`src/rtl/stream_top_i64_i64.sv`:
```
// Streaming kernel: one start token launches two independent i64 generators
// (S0, S1). Each emits COUNT elements, an EOS beat, and a completion token;
// a final outCtrl token closes the invocation and the block re-arms.
// Optional macro STREAM_TOP_PROTOCOL_CHECK_EN compiles in simulation-only
// protocol checks; when undefined no checking logic exists.

module stream_top_gen #(
  parameter logic [31:0] COUNT = 32'd4,
  parameter logic [63:0] START = 64'd0,
  parameter logic [63:0] STEP  = 64'd1
) (
  input  logic        clock,
  input  logic        reset,
  input  logic        start_i,
  input  logic        clear_i,
  output logic        beatValid_o,
  input  logic        beatReady_i,
  output logic [63:0] beatData_o,
  output logic        beatEos_o,
  output logic        tokValid_o,
  input  logic        tokReady_i,
  output logic        fin_o
);
  localparam logic [2:0] G_IDLE = 3'd0;
  localparam logic [2:0] G_ELEM = 3'd1;
  localparam logic [2:0] G_EOS  = 3'd2;
  localparam logic [2:0] G_TOK  = 3'd3;
  localparam logic [2:0] G_FIN  = 3'd4;

  logic [2:0]  state_q, state_d;
  logic [63:0] value_q, value_d;
  logic [31:0] remain_q, remain_d;
  logic        beatFire, tokFire;

  assign beatValid_o = (state_q == G_ELEM) || (state_q == G_EOS);
  assign beatEos_o   = (state_q == G_EOS);
  assign beatData_o  = (state_q == G_ELEM) ? value_q : 64'd0;
  assign tokValid_o  = (state_q == G_TOK);
  assign fin_o       = (state_q == G_FIN);
  assign beatFire    = beatValid_o && beatReady_i;
  assign tokFire     = tokValid_o && tokReady_i;

  // Next-state: walk elements, EOS, token, then park until the top clears us
  always_comb begin
    state_d  = state_q;
    value_d  = value_q;
    remain_d = remain_q;
    case (state_q)
      G_IDLE: if (start_i) begin
        value_d  = START;
        remain_d = COUNT;
        state_d  = (COUNT == 32'd0) ? G_EOS : G_ELEM;
      end
      G_ELEM: if (beatFire) begin
        value_d  = value_q + STEP;
        remain_d = remain_q - 32'd1;
        if (remain_q == 32'd1) state_d = G_EOS;
      end
      G_EOS:  if (beatFire) state_d = G_TOK;
      G_TOK:  if (tokFire) state_d = G_FIN;
      G_FIN:  if (clear_i) begin
        value_d  = START;
        remain_d = COUNT;
        state_d  = G_IDLE;
      end
      default: state_d = G_IDLE;
    endcase
  end

  // Generator registers with synchronous active-low reset
  always_ff @(posedge clock) begin
    if (!reset) begin
      state_q  <= G_IDLE;
      value_q  <= START;
      remain_q <= COUNT;
    end else begin
      state_q  <= state_d;
      value_q  <= value_d;
      remain_q <= remain_d;
    end
  end

`ifdef STREAM_TOP_PROTOCOL_CHECK_EN
  logic [31:0] seen_q;
  logic        stalled_q;
  logic        tokStalled_q;
  logic [64:0] held_q;
  logic        eosDone_q;

  // Simulation-only checks: stability, element count before EOS, silence after EOS
  always_ff @(posedge clock) begin
    if (!reset) begin
      seen_q       <= 32'd0;
      stalled_q    <= 1'b0;
      tokStalled_q <= 1'b0;
      held_q       <= 65'd0;
      eosDone_q    <= 1'b0;
    end else begin
      if (stalled_q && (!beatValid_o || ({beatEos_o, beatData_o} != held_q)))
        $error("stream beat changed while stalled");
      if (tokStalled_q && !tokValid_o)
        $error("completion token dropped while stalled");
      if (beatFire && eosDone_q)
        $error("beat after EOS");
      if (beatFire && beatEos_o && (seen_q != COUNT))
        $error("EOS after %0d elements, expected %0d", seen_q, COUNT);
      stalled_q    <= beatValid_o && !beatReady_i;
      tokStalled_q <= tokValid_o && !tokReady_i;
      held_q       <= {beatEos_o, beatData_o};
      if (start_i) begin
        seen_q    <= 32'd0;
        eosDone_q <= 1'b0;
      end else if (beatFire) begin
        if (beatEos_o) eosDone_q <= 1'b1;
        else           seen_q    <= seen_q + 32'd1;
      end
    end
  end
`else
  // No protocol checking in this build.
`endif
endmodule

module stream_top_i64_i64 #(
  parameter logic [31:0] S0_COUNT = 32'd4,
  parameter logic [63:0] S0_START = 64'd0,
  parameter logic [63:0] S0_STEP  = 64'd1,
  parameter logic [31:0] S1_COUNT = 32'd3,
  parameter logic [63:0] S1_START = 64'd100,
  parameter logic [63:0] S1_STEP  = 64'd10
) (
  input  logic        clock,
  input  logic        reset,
  input  logic        inCtrl_valid,
  output logic        inCtrl_ready,
  output logic        out0_valid,
  input  logic        out0_ready,
  output logic [63:0] out0_data_field0,
  output logic        out0_data_field1,
  output logic        out1_valid,
  input  logic        out1_ready,
  output logic        out2_valid,
  input  logic        out2_ready,
  output logic [63:0] out2_data_field0,
  output logic        out2_data_field1,
  output logic        out3_valid,
  input  logic        out3_ready,
  output logic        outCtrl_valid,
  input  logic        outCtrl_ready
);
  localparam logic [1:0] IDLE = 2'd0;
  localparam logic [1:0] RUN  = 2'd1;
  localparam logic [1:0] DONE = 2'd2;

  logic [1:0] state_q, state_d;
  logic       inFire, outFire, fin0, fin1;

  assign inCtrl_ready  = (state_q == IDLE);
  assign outCtrl_valid = (state_q == DONE);
  assign inFire        = inCtrl_valid && inCtrl_ready;
  assign outFire       = outCtrl_valid && outCtrl_ready;

  stream_top_gen #(.COUNT(S0_COUNT), .START(S0_START), .STEP(S0_STEP)) gen0 (
    .clock(clock), .reset(reset), .start_i(inFire), .clear_i(outFire),
    .beatValid_o(out0_valid), .beatReady_i(out0_ready),
    .beatData_o(out0_data_field0), .beatEos_o(out0_data_field1),
    .tokValid_o(out1_valid), .tokReady_i(out1_ready), .fin_o(fin0)
  );

  stream_top_gen #(.COUNT(S1_COUNT), .START(S1_START), .STEP(S1_STEP)) gen1 (
    .clock(clock), .reset(reset), .start_i(inFire), .clear_i(outFire),
    .beatValid_o(out2_valid), .beatReady_i(out2_ready),
    .beatData_o(out2_data_field0), .beatEos_o(out2_data_field1),
    .tokValid_o(out3_valid), .tokReady_i(out3_ready), .fin_o(fin1)
  );

  // Top sequencing: accept start, wait for both generators, hand back done token
  always_comb begin
    state_d = state_q;
    case (state_q)
      IDLE:    if (inFire) state_d = RUN;
      RUN:     if (fin0 && fin1) state_d = DONE;
      DONE:    if (outFire) state_d = IDLE;
      default: state_d = IDLE;
    endcase
  end

  // Top state register with synchronous active-low reset
  always_ff @(posedge clock) begin
    if (!reset) state_q <= IDLE;
    else        state_q <= state_d;
  end

`ifdef STREAM_TOP_PROTOCOL_CHECK_EN
  logic doneStalled_q;

  // Simulation-only checks on the control channels
  always_ff @(posedge clock) begin
    if (!reset) begin
      doneStalled_q <= 1'b0;
    end else begin
      if ((state_q != IDLE) && inCtrl_ready)
        $error("inCtrl_ready high outside IDLE");
      if (doneStalled_q && !outCtrl_valid)
        $error("outCtrl_valid dropped while stalled");
      doneStalled_q <= outCtrl_valid && !outCtrl_ready;
    end
  end
`else
  // No protocol checking in this build.
`endif
endmodule

```
`config.mk`:
```
export PLATFORM = sky130hd
export DESIGN_NAME = stream_top_i64_i64
export DESIGN_NICKNAME = d
export VERILOG_FILES = /design/src/rtl/stream_top_i64_i64.sv
export SDC_FILE = /design/constraint.sdc
export NUM_CORES = 1
export LEC_CHECK = 0
export CELL_PAD_IN_SITES_DETAIL_PLACEMENT = 2
export CELL_PAD_IN_SITES_GLOBAL_PLACEMENT = 2
export CORE_MARGIN = 2
export CORE_UTILIZATION = 33
export DETAILED_ROUTE_END_ITERATION = 8
export PLACE_DENSITY = 0.78
export SETUP_SLACK_MARGIN = 0.1
export SLEW_MARGIN = 20
export SYNTH_ARGS = -nofsm -noshare
export SYNTH_HDL_FRONTEND = slang
export SYNTH_SLANG_ARGS = --single-unit
```
`constraint.sdc`:
```
create_clock -name clock -period 2.6 [get_ports clock]
set_input_delay 0.39 -clock clock [delete_from_list [all_inputs] [get_ports clock]]
set_output_delay 0.39 -clock clock [all_outputs]
set_load 0.05 [all_outputs]
```
==> flow_summary.json, run 1 <==
{
  "async_flop_share": 0,
  "pin_count": 144,
  "clkTransAtPathRegs_ns": 0.08,
  "dieWidth_um": 185,
  "fin_crit_sh": 0.941,
  "routed_wl_um": 43200,
  "portBuffers": 142,
  "yosysUniqueCellTypes": 57,
  "finalHoldViolations": 0,
  "max_freq_mhz": 409,
  "first_global_vias": 12500,
  "synth-seq-area-share": 0.370,
  "worstSetupEndpointType": "flop",
  "dp_hpwl_um": 30100,
  "clock-skew-final_ns": 0.0189,
  "synthesis.nets": 1361,
  "crit_start": "inCtrl_valid",
  "rows": 66,
  "fp.dieArea_um2": 34100,
  "tightest_slew_ns": 0.543,
  "cts_tree": "done",
  "synth-edff-count": 0,
  "hp-class": "reg -> reg",
  "synthFlopType": "dfxtp_1",
  "syn_inst": 1347,
  "yosysMostFrequentCell": "dfxtp_1",
  "reg2reg_slack_ns": 0.19,
  "dr.pass1.iters": 5,
  "grt_pass1_wl_um": 69200,
  "status": "complete, no violations",
  "maxSlewHeadroom": 0.635,
  "drive_above_1_share": 0.211,
  "r2r_start": "state_q[0]",
  "cellLeakagePower_nw": 5.25,
  "yosysTopAreaCell": "dfxtp_1",
  "hold_path_end": "gen0.remain_q[31]",
  "worst_slack_ns": 0.153,
  "track_usage": 0.255,
  "fp.dieH_um": 185,
  "grt_antenna_before_repair": 0,
  "synth_area_um2": 10800,
  "cts_buffer_depth": 2,
  "utilization": 0.475,
  "nets": 1565,
  "gp_congestion": 0.808,
  "start_util": 0.333,
  "grt_overflow": 0,
  "arrival_ns": 2.79,
  "drt_iter0_drc": 455,
  "holdWs_ns": 0.490,
  "critPathLaunchType": "primary input",
  "route.vias.total": 11500,
  "yosysTopAreaCellShare": 0.370,
  "via_per_inst": 5.71,
  "reg2reg_depth": 7,
  "holdCritStartpoint": "gen0.remain_q[31]",
  "fillers": 3534,
  "r2r_end": "gen1.value_q[14]",
  "area_growth_pct": 42.6,
  "root_buffer": "clkbuf_16",
  "cts_made_buffers": 17,
  "total_power_mw": 8.35,
  "antennaDiodeCount": 0,
  "whs_path_depth": 2,
  "wl_per_cell_um": 21.5,
  "period_needed_ns": 2.45,
  "cts.sinks": 199,
  "cp_max_fo": 3,
  "path_class": "in -> reg",
  "max_cap_viol_count": 0,
  "drtAntennaViolNets": 0,
  "p_per_area_nw_per_um2": 543,
  "clock_latency_ns": 0.46,
  "ir_drop_mv": 0.500,
  "synth_commonest_cells": "199 x dfxtp_1, 134 x and2_1, 127 x a21oi_1",
  "ctsHtreeMaxLevel": 4,
  "crit_required_ns": 2.94,
  "ys_seq_elements": 199,
  "cts_hold_buf": 0,
  "pre_cts_ws_ns": -0.321,
  "yosysWarnings": 0,
  "rsz0062_at_grt": "no",
  "synth.area.top_cells": "dfxtp_1 37%, and2_1 7.8%, a21oi_1 5.9%",
  "coreArea_um2": 32400,
  "finalSetupViolCount": 0,
  "synth_area_per_cell_um2": 8.00,
  "grt_max_degree": 66,
  "route.detailed.drc": 0,
  "finalMaxSlewViolations": 0
}
## logic make-up (layout without fill, tap and decap cells)
family | Yosys count | count (layout) | share of synthesized area
flip-flops | 199 | 199 | 0.370
other | 1 | 1 | 0.000348
XOR/XNOR | 64 | 64 | 0.0520
adder cells (fa/ha/maj) | 6 | 6 | 0.00696
AO/OA/AOI/OAI | 278 | 278 | 0.155
buffers and inverters | 103 | 320 | 0.0370
multiplexers | 5 | 5 | 0.00464
AND/OR/NAND/NOR | 691 | 691 | 0.374
## layout make-up
type / count / area (um2) / share of cell area
sequential: 199 / 3990 / 0.260
multi-input combinational: 1045 / 6490 / 0.422
clock inverter: 14 / 163 / 0.0106
timing repair buffer: 264 / 3650 / 0.238
inverter: 24 / 93.8 / 0.00611
clock buffer: 18 / 429 / 0.0279
tap: 442 / 553 / 0.0360
## flip-flops by register name (all words and copies together) (netlist names)
name	cells
gen1.value_q	63
gen0.value_q	64
state_q	2
gen0.remain_q	32
gen1.state_q	3
gen1.remain_q	32
gen0.state_q	3
## timing repair
item | in CTS | in global routing
resized for setup | 4 | 14
endpoints found under the setup margin | 63 | 85
buffers inserted | 3 | 1
pin swaps | 1 | 3
## worst max-delay path by stage
stage | to | slack (ns) | cells after the start
detailed placement | gen1.value_q[56] | -0.32 | 7
global route | gen0.value_q[23] | 0.06 | 7
CTS | out2_data_field0[62] | 0.1 | 5
global placement | gen0.remain_q[16] | -0.15 | 8
floorplan | out2_data_field0[18] | -0.20 | 4
finish | gen1.value_q[14] | 0.15 | 8
## cells in the final DEF (no fill, tap or decap), drive strengths merged, types with 32 or more instances in the layout
master,netlist,layout
a21oi,127,127
nor2,92,92
dfxtp,199,199
nor4,32,32
o31ai,63,63
and2,135,135
nand2,65,65
nand4,70,70
xor2,46,46
or3,58,58
nand3,72,72
or4,74,74
buf,14,255
o21ai,53,53
## power breakdown
| group | leakage (nW) | switching [mW] | internal [mW] |
|---|---|---|---|
| registers | 1.61 | 0.144 | 3.16 |
| clock network | 0.285 | 1.43 | 1.38 |
| logic | 3.36 | 1.38 | 0.858 |
## worst max-delay path: stages
cell	delay, ns
clkdlybuf4s50_1	0.57
or4b_1	0.52
buf_4	0.17
and3_1	0.20
nor4_1	0.40
buf_4	0.20
a21boi_0	0.10
o21a_1	0.23
## layer usage
metal,GRT usage,wire (um),up-vias
li1,-,-,5371
met1,0.311,18500,5792
met2,0.459,22300,222
met3,0.0330,1110,74
met4,0.0854,1220,0
met5,0,0,-
## stage by stage
step / area [um2] / TNS, ns / instances
finish: 15400 / 0 / 2006
global route: 15400 / 0 / 2006
CTS: 15300 / 0 / 2005
detailed placement: 14700 / -18.87 / 1970
global placement: 14700 / -6.73 / 1970
floorplan: 10800 / -1.41 / 1347
Power figures use the tool's default switching activity.
==> inputs of run 2 (changes only) <==
--- a/config.mk
+++ b/config.mk
@@ -11,6 +11,7 @@
 export CORE_UTILIZATION = 33
 export DETAILED_ROUTE_END_ITERATION = 8
 export PLACE_DENSITY = 0.78
+export RECOVER_POWER = 25
 export SETUP_SLACK_MARGIN = 0.1
 export SLEW_MARGIN = 20
 export SYNTH_ARGS = -nofsm -noshare
==> flow_summary.json, run 2 (synthesis results as in run 1) <==
{
  "largest_register_ffs": 64,
  "dieWidth_um": 185,
  "antennaDiodeCount": 0,
  "track_usage": 0.255,
  "dp_hpwl_um": 30100,
  "maxSlewHeadroom": 0.522,
  "sequentialPowerShare": 0.398,
  "dr.pass1.iters": 6,
  "rsz0062_at_grt": "no",
  "grt_overflow": 0,
  "p_per_area_nw_per_um2": 543,
  "wl_met3_um": 1180,
  "area_growth_pct": 41.7,
  "routed_wl_um": 43200,
  "clock-skew-final_ns": 0.0179,
  "worst_slack_ns": 0.0940,
  "drt_iter0_drc": 484,
  "cts_buffer_depth": 2,
  "grt_pass1_wl_um": 69200,
  "cp_max_fo": 28,
  "nets": 1565,
  "clock_latency_ns": 0.46,
  "holdCritStartpoint": "gen0.remain_q[31]",
  "fin_crit_sh": 0.964,
  "finalSetupViolCount": 0,
  "first_global_vias": 12500,
  "finalMaxSlewViolations": 0,
  "wl_met1_um": 18500,
  "portBuffers": 142,
  "coreArea_um2": 32400,
  "place_area_um2": 14700,
  "status": "complete, no violations",
  "via_per_inst": 5.71,
  "route.vias.total": 11500,
  "tightest_slew_ns": 0.720,
  "route.detailed.drc": 0,
  "combinationalPowerShare": 0.263,
  "drive_above_1_share": 0.203,
  "cts.sinks": 199,
  "pin_count": 144,
  "regMostFlops": "gen0.value_q",
  "rows": 66,
  "utilization": 0.472,
  "top_regs": "gen0.value_q x64, gen1.value_q x63",
  "finalHoldViolations": 0,
  "worstSetupEndpointType": "flop",
  "grt_max_degree": 66,
  "cts_tree": "done",
  "max_cap_viol_count": 0,
  "ctsHtreeMaxLevel": 4,
  "fillers": 3555,
  "fp.dieH_um": 185,
  "clockPowerShare": 0.339,
  "start_util": 0.333,
  "cellInternalPower_mw": 5.34,
  "layout_commonest_cell": "dfxtp_1",
  "clkTransAtPathRegs_ns": 0.08,
  "crit_path_cell_trace": "clkdlybuf4s50_1, or4b_1, clkbuf_4, and3_1, buf_4, o21ai_2, clkbuf_4, a21oi_1",
  "final_cell_mix": "197 x dfxtp_1, 134 x and2_1, 130 x buf_12",
  "multi_input_area_um2": 6470,
  "r2r_start": "state_q[0]",
  "pre_cts_ws_ns": -0.321,
  "dp_cells": 1970,
  "cellLeakagePower_nw": 5.20,
  "fin_area_um2": 15300,
  "cts_made_buffers": 17,
  "gp_congestion": 0.808,
  "stdcell_count": 2006,
  "root_buffer": "clkbuf_16",
  "hp-class": "reg -> reg",
  "max_stage_delay_ns": 0.57,
  "p_sw_mw": 2.95,
  "switching_share": 0.356,
  "cp_slowest_cell": "clkdlybuf4s50_1",
  "drtAntennaViolNets": 0,
  "ir_drop_mv": 0.499,
  "wl_per_cell_um": 21.5,
  "wl_met2_um": 22300,
  "routed.top_layer": "met4",
  "arrival_ns": 2.82,
  "path_class": "in -> reg",
  "fp.dieArea_um2": 34100,
  "critPathLaunchType": "primary input",
  "grt_antenna_before_repair": 1,
  "reg2reg_slack_ns": 0.12,
  "crit_top_cell": "clkbuf_4",
  "crit_start": "inCtrl_valid",
  "period_needed_ns": 2.51,
  "max_freq_mhz": 399,
  "crit_required_ns": 2.91,
  "layout.area.seq_um2": 3990
}
==> run 2: worst paths after layout <==
check,end,depth (start not counted)
worst min-delay path,gen0.remain_q[31],2
worst min register to register,gen0.remain_q[31],2
worst max register to register,gen1.value_q[20],7
worst max-delay path,gen1.value_q[20],8
==> run 2: cell type report <==
cell class	instances	area share
clock buffers	18	0.0281
inverters	24	0.00614
well taps	442	0.0362
multi-input cells	1045	0.423
clock inverters	14	0.0106
flip-flops and latches	199	0.261
repair buffers	264	0.234
==> run 2: power by group through the flow <==
stage	sequential (mW)	clock (mW)	combinational, mW
after floorplan	3.30	0	1.21
after global placement	3.35	0	2.04
after detailed placement	3.36	0	2.15
after CTS	3.30	2.86	2.20
after global routing	3.32	3.00	2.36
final	3.30	2.81	2.18
==> run 2: critical path, delay by kind of cell <==
kind                   cells  cell delay, ns
AND/OR/NAND/NOR            2            0.72
AO/OA/AOI/OAI              2            0.33
buffers and inverters      4            1.34
==> run 2: metal layers <==
| metal | vias up | GRT usage |
|---|---|---|
| li1 | 5371 | - |
| met1 | 5789 | 0.311 |
| met2 | 229 | 0.459 |
| met3 | 72 | 0.0330 |
| met4 | 0 | 0.0854 |
| met5 | - | 0 |
==> run 2: stage by stage <==
stage | setup TNS, ns | total power [mW] | hold WS [ns]
after global routing | 0 | 8.68 | 0.524
after global placement | -6.73 | 5.39 | 0.458
final | 0 | 8.29 | 0.490
after CTS | 0 | 8.36 | 0.494
after detailed placement | -18.87 | 5.51 | 0.486
after floorplan | -1.41 | 4.52 | 0.438
==> run 2: timing repair <==
item	in CTS	in global routing
endpoints found under the setup margin	63	85
pin swaps	1	3
cloned	0	0
setup buffers	3	1
resized for setup	4	14
hold buffers	0	0
==> inputs of run 3 (changes only) <==
--- a/config.mk
+++ b/config.mk
@@ -7,7 +7,7 @@
 export LEC_CHECK = 0
 export CELL_PAD_IN_SITES_DETAIL_PLACEMENT = 2
 export CELL_PAD_IN_SITES_GLOBAL_PLACEMENT = 2
-export CORE_MARGIN = 2
+export CORE_MARGIN = 1.5
 export CORE_UTILIZATION = 33
 export DETAILED_ROUTE_END_ITERATION = 8
 export PLACE_DENSITY = 0.78
==> flow_summary.json, run 3 (synthesis results as in run 1) <==
{
  "status": "complete, but fails checks",
  "violations": "setup timing",
  "cts_hold_buf": 0,
  "finalSetupViolCount": 2,
  "grt_pass1_wl_um": 72800,
  "hold_path_end": "gen0.remain_q[27]",
  "clock_latency_ns": 0.47,
  "portBuffers": 142,
  "largest_register_ffs": 64,
  "routed_wl_um": 49800,
  "worst_slack_ns": -0.0501,
  "finalHoldViolations": 0,
  "grt_max_degree": 66,
  "dp_cells": 1970,
  "regMostFlops": "gen0.value_q",
  "route.vias.total": 12000,
  "rsz0062_at_grt": "yes",
  "cts.sinks": 199,
  "nets": 1578,
  "reg2reg_depth": 6,
  "total_power_mw": 8.36,
  "tightest_slew_ns": 0.637,
  "path_class": "reg -> reg",
  "grt_antenna_before_repair": 1,
  "r2r_end": "gen1.value_q[26]",
  "dp_hpwl_um": 30800,
  "drtAntennaViolNets": 0,
  "sequentialPowerShare": 0.394,
  "route.detailed.drc": 0,
  "p_sw_mw": 3.06,
  "track_usage": 0.275,
  "utilization": 0.484,
  "setup_tns_ns": -0.0798,
  "cellInternalPower_mw": 5.30,
  "maxSlewHeadroom": 0.577,
  "top_regs": "gen0.value_q x64, gen1.value_q x63",
  "fin_crit_sh": 1.02,
  "combinationalPowerShare": 0.290,
  "final_cell_mix": "197 x dfxtp_1, 133 x and2_1, 130 x buf_12",
  "rows": 65,
  "switching_share": 0.366,
  "fp.dieH_um": 184,
  "cp_max_fo": 9,
  "gp_congestion": 0.814,
  "period_needed_ns": 2.65,
  "dieWidth_um": 184,
  "dr.pass1.iters": 5,
  "fp.dieArea_um2": 33800,
  "arrival_ns": 3.01,
  "first_global_vias": 12800,
  "wl_per_cell_um": 24.7,
  "whs_path_depth": 2,
  "r2r_start": "state_q[0]",
  "max_cap_viol_count": 0,
  "coreArea_um2": 31900,
  "p_per_area_nw_per_um2": 542,
  "worstSetupEndpointType": "flop",
  "grt_overflow": 0,
  "holdCritStartpoint": "gen0.remain_q[27]",
  "critPathLaunchType": "flop",
  "root_buffer": "clkbuf_16",
  "reg2reg_slack_ns": -0.05,
  "area_growth_pct": 43.2,
  "via_per_inst": 5.97,
  "cts_tree": "done",
  "cellLeakagePower_nw": 5.31,
  "drt_iter0_drc": 664,
  "cts_made_buffers": 17,
  "max_freq_mhz": 377,
  "ctsHtreeMaxLevel": 4,
  "cts_buffer_depth": 2,
  "fillers": 3381,
  "clkTransAtPathRegs_ns": 0.09,
  "ir_drop_mv": 0.565,
  "start_util": 0.338,
  "drive_above_1_share": 0.214,
  "clock-skew-final_ns": 0.0154,
  "pin_count": 144,
  "layout_commonest_cell": "dfxtp_1",
  "hp-class": "reg -> reg",
  "stdcell_count": 2013,
  "crit_required_ns": 2.96,
  "finalMaxSlewViolations": 0,
  "clockPowerShare": 0.316
}
-- run 3: timing repair --
action,4_1_cts,5_1_grt
gates cloned,0,3
pin swaps,2,5
setup buffers,3,4
resized for setup,10,16
setup endpoints to repair,74,153
-- run 3: power groups by stage --
stage,Clock (mW),Sequential (mW),Combinational [mW]
after floorplan,0,3.30,1.21
after global placement,0,3.33,2.09
after detailed placement,0,3.35,2.21
after CTS,2.68,3.28,2.28
after global routing,2.79,3.31,2.59
final,2.64,3.29,2.43
-- run 3: area by class of cell --
| cell class | count | area, um2 | area share |
|---|---|---|---|
| multi-input cells | 1045 | 6530 | 0.423 |
| inverters | 24 | 90.1 | 0.00584 |
| clock buffers | 17 | 425 | 0.0276 |
| flip-flops and latches | 199 | 3990 | 0.258 |
| well taps | 435 | 544 | 0.0353 |
| clock inverters | 14 | 119 | 0.00770 |
| diodes | 2 | 5.00 | 0.000324 |
| repair buffers | 277 | 3740 | 0.242 |
-- run 3: critical path, cell delays in order (launching register included) --
cell     delay (ns)
dfxtp_1        0.40
or4b_1         0.62
nand3_2        0.18
buf_4          0.22
nand4_1        0.28
or4_1          0.54
a21oi_1        0.30
-- run 3: how the worst max path moves through the flow --
stage                     depth (start not counted)             start  slack, ns                   end
after global placement                            7      inCtrl_valid      -0.11      gen1.value_q[31]
final                                             6        state_q[0]      -0.05      gen1.value_q[26]
after detailed placement                          7      inCtrl_valid      -0.28      gen1.value_q[24]
after global routing                              6        state_q[0]      -0.11      gen1.value_q[26]
after floorplan                                   4   gen1.state_q[0]      -0.20  out2_data_field0[18]
after CTS                                         7  gen1.remain_q[0]       0.11     gen1.remain_q[24]
-- run 3: per-stage QoR --
stage                     cell area (um2)  hold WS (ns)  setup slack, ns
after CTS                           15300         0.502            0.106
final                               15400         0.498          -0.0501
after global routing                15400         0.507           -0.111
after global placement              14700         0.456           -0.111
after detailed placement            14700         0.481           -0.283
after floorplan                     10800         0.438           -0.202
-- run 3: metal layers --
metal,track usage,wire length (um),vias to the layer above
met5,0,0,-
met4,0.116,1810,0
met3,0.0372,1990,119
met2,0.496,25500,366
met1,0.325,20500,6120
li1,-,-,5408
